**src/rtl/cpu_state_dump.sv**
```systemverilog
// ============================================================================
// Module   : cpu_state_dump
// Brief    : Streams a framed snapshot of registers, data memory and pipeline
//            counters over valid/ready. STATE_DUMP_CHECKSUM_EN appends an XOR word.
// Revision : 1.0 - initial release
// ============================================================================
`default_nettype none

module cpu_state_dump #(
    parameter int NUM_REGS      = 32,
    parameter int NUM_MEM_WORDS = 8,
    parameter int CNT_W         = 32
) (
    input  logic             clk_i,
    input  logic             rst_i,
    input  logic             start_i,
    input  logic             stall_i,
    input  logic             flush_i,
    input  logic             dump_req_i,
    output logic             busy_o,
    output logic [4:0]       reg_addr_o,
    input  logic [31:0]      reg_data_i,
    output logic [31:0]      mem_addr_o,
    input  logic [31:0]      mem_data_i,
    output logic             out_valid_o,
    input  logic             out_ready_i,
    output logic [31:0]      out_data_o,
    output logic [1:0]       out_tag_o,
    output logic             out_last_o,
    output logic [CNT_W-1:0] stall_cnt_o,
    output logic [CNT_W-1:0] flush_cnt_o
);

    localparam int c_MAX_IDX = (NUM_REGS > NUM_MEM_WORDS) ? NUM_REGS : NUM_MEM_WORDS;
    localparam int c_IDX_W   = $clog2(c_MAX_IDX) + 1;
`ifdef STATE_DUMP_CHECKSUM_EN
    localparam int c_CNT_WORDS = 3;
`else
    localparam int c_CNT_WORDS = 2;
`endif
    localparam logic [c_IDX_W-1:0] c_REG_LAST = c_IDX_W'(NUM_REGS - 1);
    localparam logic [c_IDX_W-1:0] c_MEM_LAST = c_IDX_W'(NUM_MEM_WORDS - 1);
    localparam logic [c_IDX_W-1:0] c_CNT_DONE = c_IDX_W'(c_CNT_WORDS);
    localparam logic [1:0] c_TAG_HDR = 2'd0;
    localparam logic [1:0] c_TAG_REG = 2'd1;
    localparam logic [1:0] c_TAG_MEM = 2'd2;
    localparam logic [1:0] c_TAG_CNT = 2'd3;

    typedef enum logic [2:0] {
        S_IDLE = 3'd0,
        S_HDR  = 3'd1,
        S_REG  = 3'd2,
        S_MEM  = 3'd3,
        S_CNT  = 3'd4
    } state_t;

    state_t               r_state, w_state_nxt;
    logic [c_IDX_W-1:0]   r_idx, w_idx_nxt;
    logic [CNT_W-1:0]     r_cyc, r_stall, r_flush;
    logic [CNT_W-1:0]     r_snap_cyc, r_snap_stall, r_snap_flush;
    logic                 r_valid, r_last;
    logic [31:0]          r_data;
    logic [1:0]           r_tag;
`ifdef STATE_DUMP_CHECKSUM_EN
    logic [31:0]          r_csum;
`endif

    logic                 w_can_load, w_hs;
    logic                 w_load, w_snap, w_drop, w_last;
    logic [31:0]          w_word;
    logic [1:0]           w_tag;

    assign w_can_load = ~r_valid | out_ready_i;
    assign w_hs       = r_valid & out_ready_i;

    always_comb begin
        w_state_nxt = r_state;
        w_idx_nxt   = r_idx;
        w_load      = 1'b0;
        w_snap      = 1'b0;
        w_drop      = 1'b0;
        w_last      = 1'b0;
        w_word      = '0;
        w_tag       = c_TAG_HDR;
        case (r_state)
            S_IDLE: begin
                if (dump_req_i) begin
                    w_snap      = 1'b1;
                    w_idx_nxt   = '0;
                    w_state_nxt = S_HDR;
                end
            end
            S_HDR: begin
                if (w_can_load) begin
                    w_load      = 1'b1;
                    w_word      = 32'(r_snap_cyc);
                    w_tag       = c_TAG_HDR;
                    w_idx_nxt   = '0;
                    w_state_nxt = S_REG;
                end
            end
            S_REG: begin
                if (w_can_load) begin
                    w_load = 1'b1;
                    w_word = reg_data_i;
                    w_tag  = c_TAG_REG;
                    if (r_idx == c_REG_LAST) begin
                        w_idx_nxt   = '0;
                        w_state_nxt = S_MEM;
                    end else begin
                        w_idx_nxt = r_idx + c_IDX_W'(1);
                    end
                end
            end
            S_MEM: begin
                if (w_can_load) begin
                    w_load = 1'b1;
                    w_word = mem_data_i;
                    w_tag  = c_TAG_MEM;
                    if (r_idx == c_MEM_LAST) begin
                        w_idx_nxt   = '0;
                        w_state_nxt = S_CNT;
                    end else begin
                        w_idx_nxt = r_idx + c_IDX_W'(1);
                    end
                end
            end
            S_CNT: begin
                // Index past the last counter word means the final word is waiting for its handshake
                if (r_idx == c_CNT_DONE) begin
                    if (w_hs) begin
                        w_drop      = 1'b1;
                        w_idx_nxt   = '0;
                        w_state_nxt = S_IDLE;
                    end
                end else if (w_can_load) begin
                    w_load    = 1'b1;
                    w_tag     = c_TAG_CNT;
                    w_idx_nxt = r_idx + c_IDX_W'(1);
`ifdef STATE_DUMP_CHECKSUM_EN
                    if (r_idx == '0) begin
                        w_word = 32'(r_snap_stall);
                    end else if (r_idx == c_IDX_W'(1)) begin
                        w_word = 32'(r_snap_flush);
                    end else begin
                        w_word = r_csum;
                        w_last = 1'b1;
                    end
`else
                    if (r_idx == '0) begin
                        w_word = 32'(r_snap_stall);
                    end else begin
                        w_word = 32'(r_snap_flush);
                        w_last = 1'b1;
                    end
`endif
                end
            end
            default: begin
                w_idx_nxt   = '0;
                w_state_nxt = S_IDLE;
            end
        endcase
    end

    always_ff @(posedge clk_i) begin
        if (rst_i) begin
            r_state <= S_IDLE;
            r_idx   <= '0;
        end else begin
            r_state <= w_state_nxt;
            r_idx   <= w_idx_nxt;
        end
    end

    always_ff @(posedge clk_i) begin
        if (rst_i) begin
            r_cyc        <= '0;
            r_stall      <= '0;
            r_flush      <= '0;
            r_snap_cyc   <= '0;
            r_snap_stall <= '0;
            r_snap_flush <= '0;
            r_valid      <= 1'b0;
            r_data       <= '0;
            r_tag        <= '0;
            r_last       <= 1'b0;
`ifdef STATE_DUMP_CHECKSUM_EN
            r_csum       <= '0;
`endif
        end else begin
            if (start_i) begin
                if (r_cyc != '1)                r_cyc   <= r_cyc + CNT_W'(1);
                if (stall_i && (r_stall != '1)) r_stall <= r_stall + CNT_W'(1);
                if (flush_i && (r_flush != '1)) r_flush <= r_flush + CNT_W'(1);
            end
            if (w_snap) begin
                r_snap_cyc   <= r_cyc;
                r_snap_stall <= r_stall;
                r_snap_flush <= r_flush;
`ifdef STATE_DUMP_CHECKSUM_EN
                r_csum       <= '0;
`endif
            end
            if (w_load) begin
                r_valid <= 1'b1;
                r_data  <= w_word;
                r_tag   <= w_tag;
                r_last  <= w_last;
`ifdef STATE_DUMP_CHECKSUM_EN
                r_csum  <= r_csum ^ w_word;
`endif
            end else if (w_drop) begin
                r_valid <= 1'b0;
                r_last  <= 1'b0;
            end
        end
    end

    assign busy_o      = (r_state != S_IDLE);
    assign reg_addr_o  = (r_state == S_REG) ? 5'(r_idx) : 5'd0;
    assign mem_addr_o  = (r_state == S_MEM) ? 32'({r_idx, 2'b00}) : 32'd0;
    assign out_valid_o = r_valid;
    assign out_data_o  = r_data;
    assign out_tag_o   = r_tag;
    assign out_last_o  = r_last;
    assign stall_cnt_o = r_stall;
    assign flush_cnt_o = r_flush;

endmodule

`default_nettype wire

```
**config.mk**
```make
export PLATFORM = sky130hd
export DESIGN_NAME = cpu_state_dump
export DESIGN_NICKNAME = d
export VERILOG_FILES = /design/src/rtl/cpu_state_dump.sv
export SDC_FILE = /design/constraint.sdc
export NUM_CORES = 1
export LEC_CHECK = 0
export ABC_AREA = 1
export BUFFER_PORTS_ARGS = -buffer_cell sky130_fd_sc_hd__buf_4
export CORE_ASPECT_RATIO = 0.9
export CORE_MARGIN = 4
export CORE_UTILIZATION = 40
export DETAILED_ROUTE_END_ITERATION = 7
export PLACE_DENSITY_LB_ADDON = 0.05
export SYNTH_ARGS = -nofsm -noshare
export SYNTH_HDL_FRONTEND = slang
export SYNTH_SLANG_ARGS = --single-unit
```
**constraint.sdc**
```tcl
create_clock -name clk_i -period 3.9 [get_ports clk_i]
set_clock_uncertainty 0.1 [all_clocks]
set_input_delay 0.195 -clock clk_i [delete_from_list [all_inputs] [get_ports clk_i]]
set_output_delay 0.195 -clock clk_i [all_outputs]
set_load 0.05 [all_outputs]
```
==> qor.csv <==
metric,value,unit
run_status,"complete, no violations",
worst_slew_pin_slew,1.02,ns
clkSlewWorstSetupHoldPaths,0.06,ns
final_layout_size_suffix_gt1_share,13.8,%
synth-edff-count,0,
number_of_global_route_vias_before_repair,12100,
worst-endpoint-arrival,3.23,ns
antenna_found_initial,0,
grt_pass1_wl,68000,um
routed_wirelength,43400,um
synth.top_cells.by_area,"dfxtp_1 (37%), nand2_1 (17%), inv_1 (7.0%)",
detailedPlacementHpwl,31300,um
sort_of_element_at_the_end_of_the_critical_path,flop,
grt_util_met3,3.76,%
i_o_buffers,182,
synth_top_family_by_area,simple AND/OR/NAND/NOR gates,
critPathLaunchType,flop,
max_cap_viol_count,0,
core_util_final,50.6,%
cts_root_buffer,clkbuf_16,
grt_overflow,0,
drc,0,
groute.layer.met1.usage,36.3,%
clock_insertion_delay_worst_skew,0.54,ns
max_freq,341,MHz
timing.hold.worst.class,input port to flop,
finish.net_count,2271,
fin_crit,2.93,ns
setup-violations-final,0,
cts_buffers,28,
drtAntennaViolNets,0,
yosysTopAreaCellShare,36.7,%
floorplan.die.width,198,um
htree_levels,1,
cp_cell_sequence,"ha_1, nand2_1, nor2_4, nand2_4, nor2_8, nand3_4, nand2_4, inv_1, nand2_1, a21oi_2",
crit_family,simple AND/OR/NAND/NOR gates,
grt_util_all_layers,24.0,%
number_of_pins_with_negative_max_slew_slack_in_the_final_report,0,
rsz0062_at_grt,false,
ys_warnings,0,
post-route-period-util,75.2,%
cts_sinks,237,
clk_path_buf_depth,3,
ys.flop_type,dfxtp_1,
mux_contribution_to_synthesized_area,0,%
synth-adder-area-share,0.581,%
routedWlPerCell,16.5,um
pin_count,209,
fillCellCount,3267,
area_delta_synth_final,24.7,%
synth-compound-area-share,16.3,%
antenna_cells,0,
critical_path_peak_fanout,29,
worst-setup-path-type,flop to flop,
synth_cell_types,37,
dieHeight,179,um
design.die.area,35300,um^2
cellLeakagePower,6.58,nW
timing.critical_path.depth,10,
yosys.area_share.simple,31.5,%
hold_path_depth,6,
ys_seq_area_share,36.7,%
syn-mean-instance-area,6.48,um^2
setup_total_negative_slack,0,ns
drt-initial-drc-count,845,
slew_headroom,32.3,%
start_util,40.6,%
grt_most_used_layer,met2,
met2_usage,36.5,%
dr.pass1.iters,5,
routed-via-count,13000,
viasPerCell,4.94,
synth-seq-cells,237,
hold_viol,0,
r2r_cells,10,
row_count,62,
syn_inst,1995,
area_of_the_core,31900,um^2
critical_path.n_buffers_inverters,1,
cellPowerDensity,558,nW/um^2
post_cts_resize_count,0,
worst_path_max_delay_cell,dfxtp_1,
power.ir.vdd_worst,370,uV
synth_area,12900,um^2
synth-xor-area-share,2.71,%
synthArstFlopShare,0,%
gpl.final_weighted_congestion,0.861,
worstPathRequired,4.19,ns
grt_start_max_net_pins,110,
synth_area_leader_cell,dfxtp_1,
worst_path_largest_cell_delay,0.54,ns
cts_tree,built,
-- synthesized netlist by cell type, types with 4 or more instances --
cell type / number
buf_1: 6
clkbuf_1: 58
buf_2: 19
nand2_4: 5
nor2_1: 204
o21ai_0: 179
buf_6: 6
nand3_1: 57
xnor2_1: 20
ha_1: 6
a21oi_2: 12
a21oi_1: 166
xor2_1: 20
nand3b_1: 30
nor2_2: 7
nand2_2: 16
inv_1: 240
a22oi_1: 32
nand4_1: 46
buf_4: 27
nand2_1: 574
dfxtp_1: 237
nor2_4: 4
-- registers in the layout, indices dropped and copies added, names as in the netlist --
register      flops
out_last_o        1
out_data_o       32
r_snap_cyc       32
r_snap_stall     32
r_snap_flush     32
out_tag_o         2
r_state           3
out_valid_o       1
flush_cnt_o      32
stall_cnt_o      32
r_idx             6
r_cyc            32
-- kinds of logic (layout without fill, tap and decap cells) --
| group | Yosys count | after routing |
|---|---|---|
| fa+ha+maj | 6 | 6 |
| xor+xnor | 40 | 40 |
| flops | 237 | 237 |
| compound gates | 393 | 393 |
| buf+inv | 365 | 561 |
| other cells | 1 | 26 |
| simple gates | 953 | 953 |
-- area by class of cell --
cell class | count | area (um^2) | share of cell area (%)
Inverter | 245 | 923 | 5.73
Sequential cell | 237 | 4740 | 29.4
Multi-Input combinational cell | 1418 | 6730 | 41.7
Tap cell | 416 | 520 | 3.23
Timing Repair Buffer | 264 | 2160 | 13.4
Clock inverter | 12 | 188 | 1.16
Clock buffer | 40 | 857 | 5.32
-- layer usage --
| metal | up-vias | part of all wire [%] |
|---|---|---|
| met3 | 41 | 7.8 |
| met4 | 0 | 1.6 |
| met2 | 431 | 41 |
| li1 | 6693 | - |
| met5 | - | 0 |
| met1 | 5836 | 49 |
-- final timing paths --
| path | startpoint | slack, ns | endpoint |
|---|---|---|---|
| setup / recovery | flush_cnt_o[0] | 0.97 | flush_cnt_o[21] |
| setup reg to reg | flush_cnt_o[0] | 0.97 | flush_cnt_o[21] |
| hold reg to reg | r_snap_cyc[0] | 0.34 | r_snap_cyc[0] |
| hold / removal | out_ready_i | 0.08 | out_tag_o[0] |
-- worst register-to-register path, cell delays in order, from the launching register on --
cell and delay, ns:
dfxtp_1 0.54, ha_1 0.27, nand2_1 0.10, nor2_4 0.17
nand2_4 0.11, nor2_8 0.15, nand3_4 0.19, nand2_4 0.41
inv_1 0.48, nand2_1 0.21, a21oi_2 0.06
-- per-stage QoR --
stage | total power, mW | worst slack, ns | instances | hold WS, ns | cell area (um^2)
2_1_floorplan | 5.08 | 1.69 | 2020 | 0.302 | 13000
3_3_place_gp | 5.95 | 1.08 | 2514 | 0.334 | 14400
3_5_place_dp | 5.97 | 0.997 | 2514 | 0.337 | 14400
4_1_cts | 9.05 | 0.978 | 2632 | 0.0730 | 16100
5_1_grt | 9.52 | 0.755 | 2632 | 0.115 | 16100
6_report | 8.99 | 0.969 | 2632 | 0.0838 | 16100
-- timing repair --
| action | 4_1_cts | 5_1_grt |
|---|---|---|
| buffers inserted | 0 | 0 |
| hold buffers | 66 | 0 |
| endpoints found under the hold margin | 53 | 0 |
-- cells in the final DEF, fill, tap and decap left out --
cell,count
a21oi_1,166
a21oi_2,12
a22oi_1,32
a31oi_1,1
and2_1,3
buf_12,1
buf_4,197
bufinv_16,5
clkbuf_1,2
clkbuf_16,29
clkbuf_8,9
clkinv_1,2
clkinv_2,7
clkinvlp_4,1
conb_1,26
dfxtp_1,237
dlygate4sd3_1,66
ha_1,6
inv_1,239
inv_2,2
inv_4,1
nand2_1,574
nand2_2,16
nand2_4,5
nand3_1,55
nand3_2,1
nand3_4,3
nand3b_1,30
nand4_1,46
nor2_1,201
nor2_2,10
nor2_4,4
nor2_8,2
nor3_1,3
o211ai_1,2
o21ai_0,179
o21ai_4,1
xnor2_1,20
xor2_1,20
-- power breakdown --
| part | internal, mW | switching (mW) |
|---|---|---|
| registers | 2.86 | 0.228 |
| logic | 0.918 | 2.07 |
| clock network | 1.85 | 1.07 |
| total | 5.63 | 3.36 |
No activity file was read; power rests on OpenSTA's default activity.
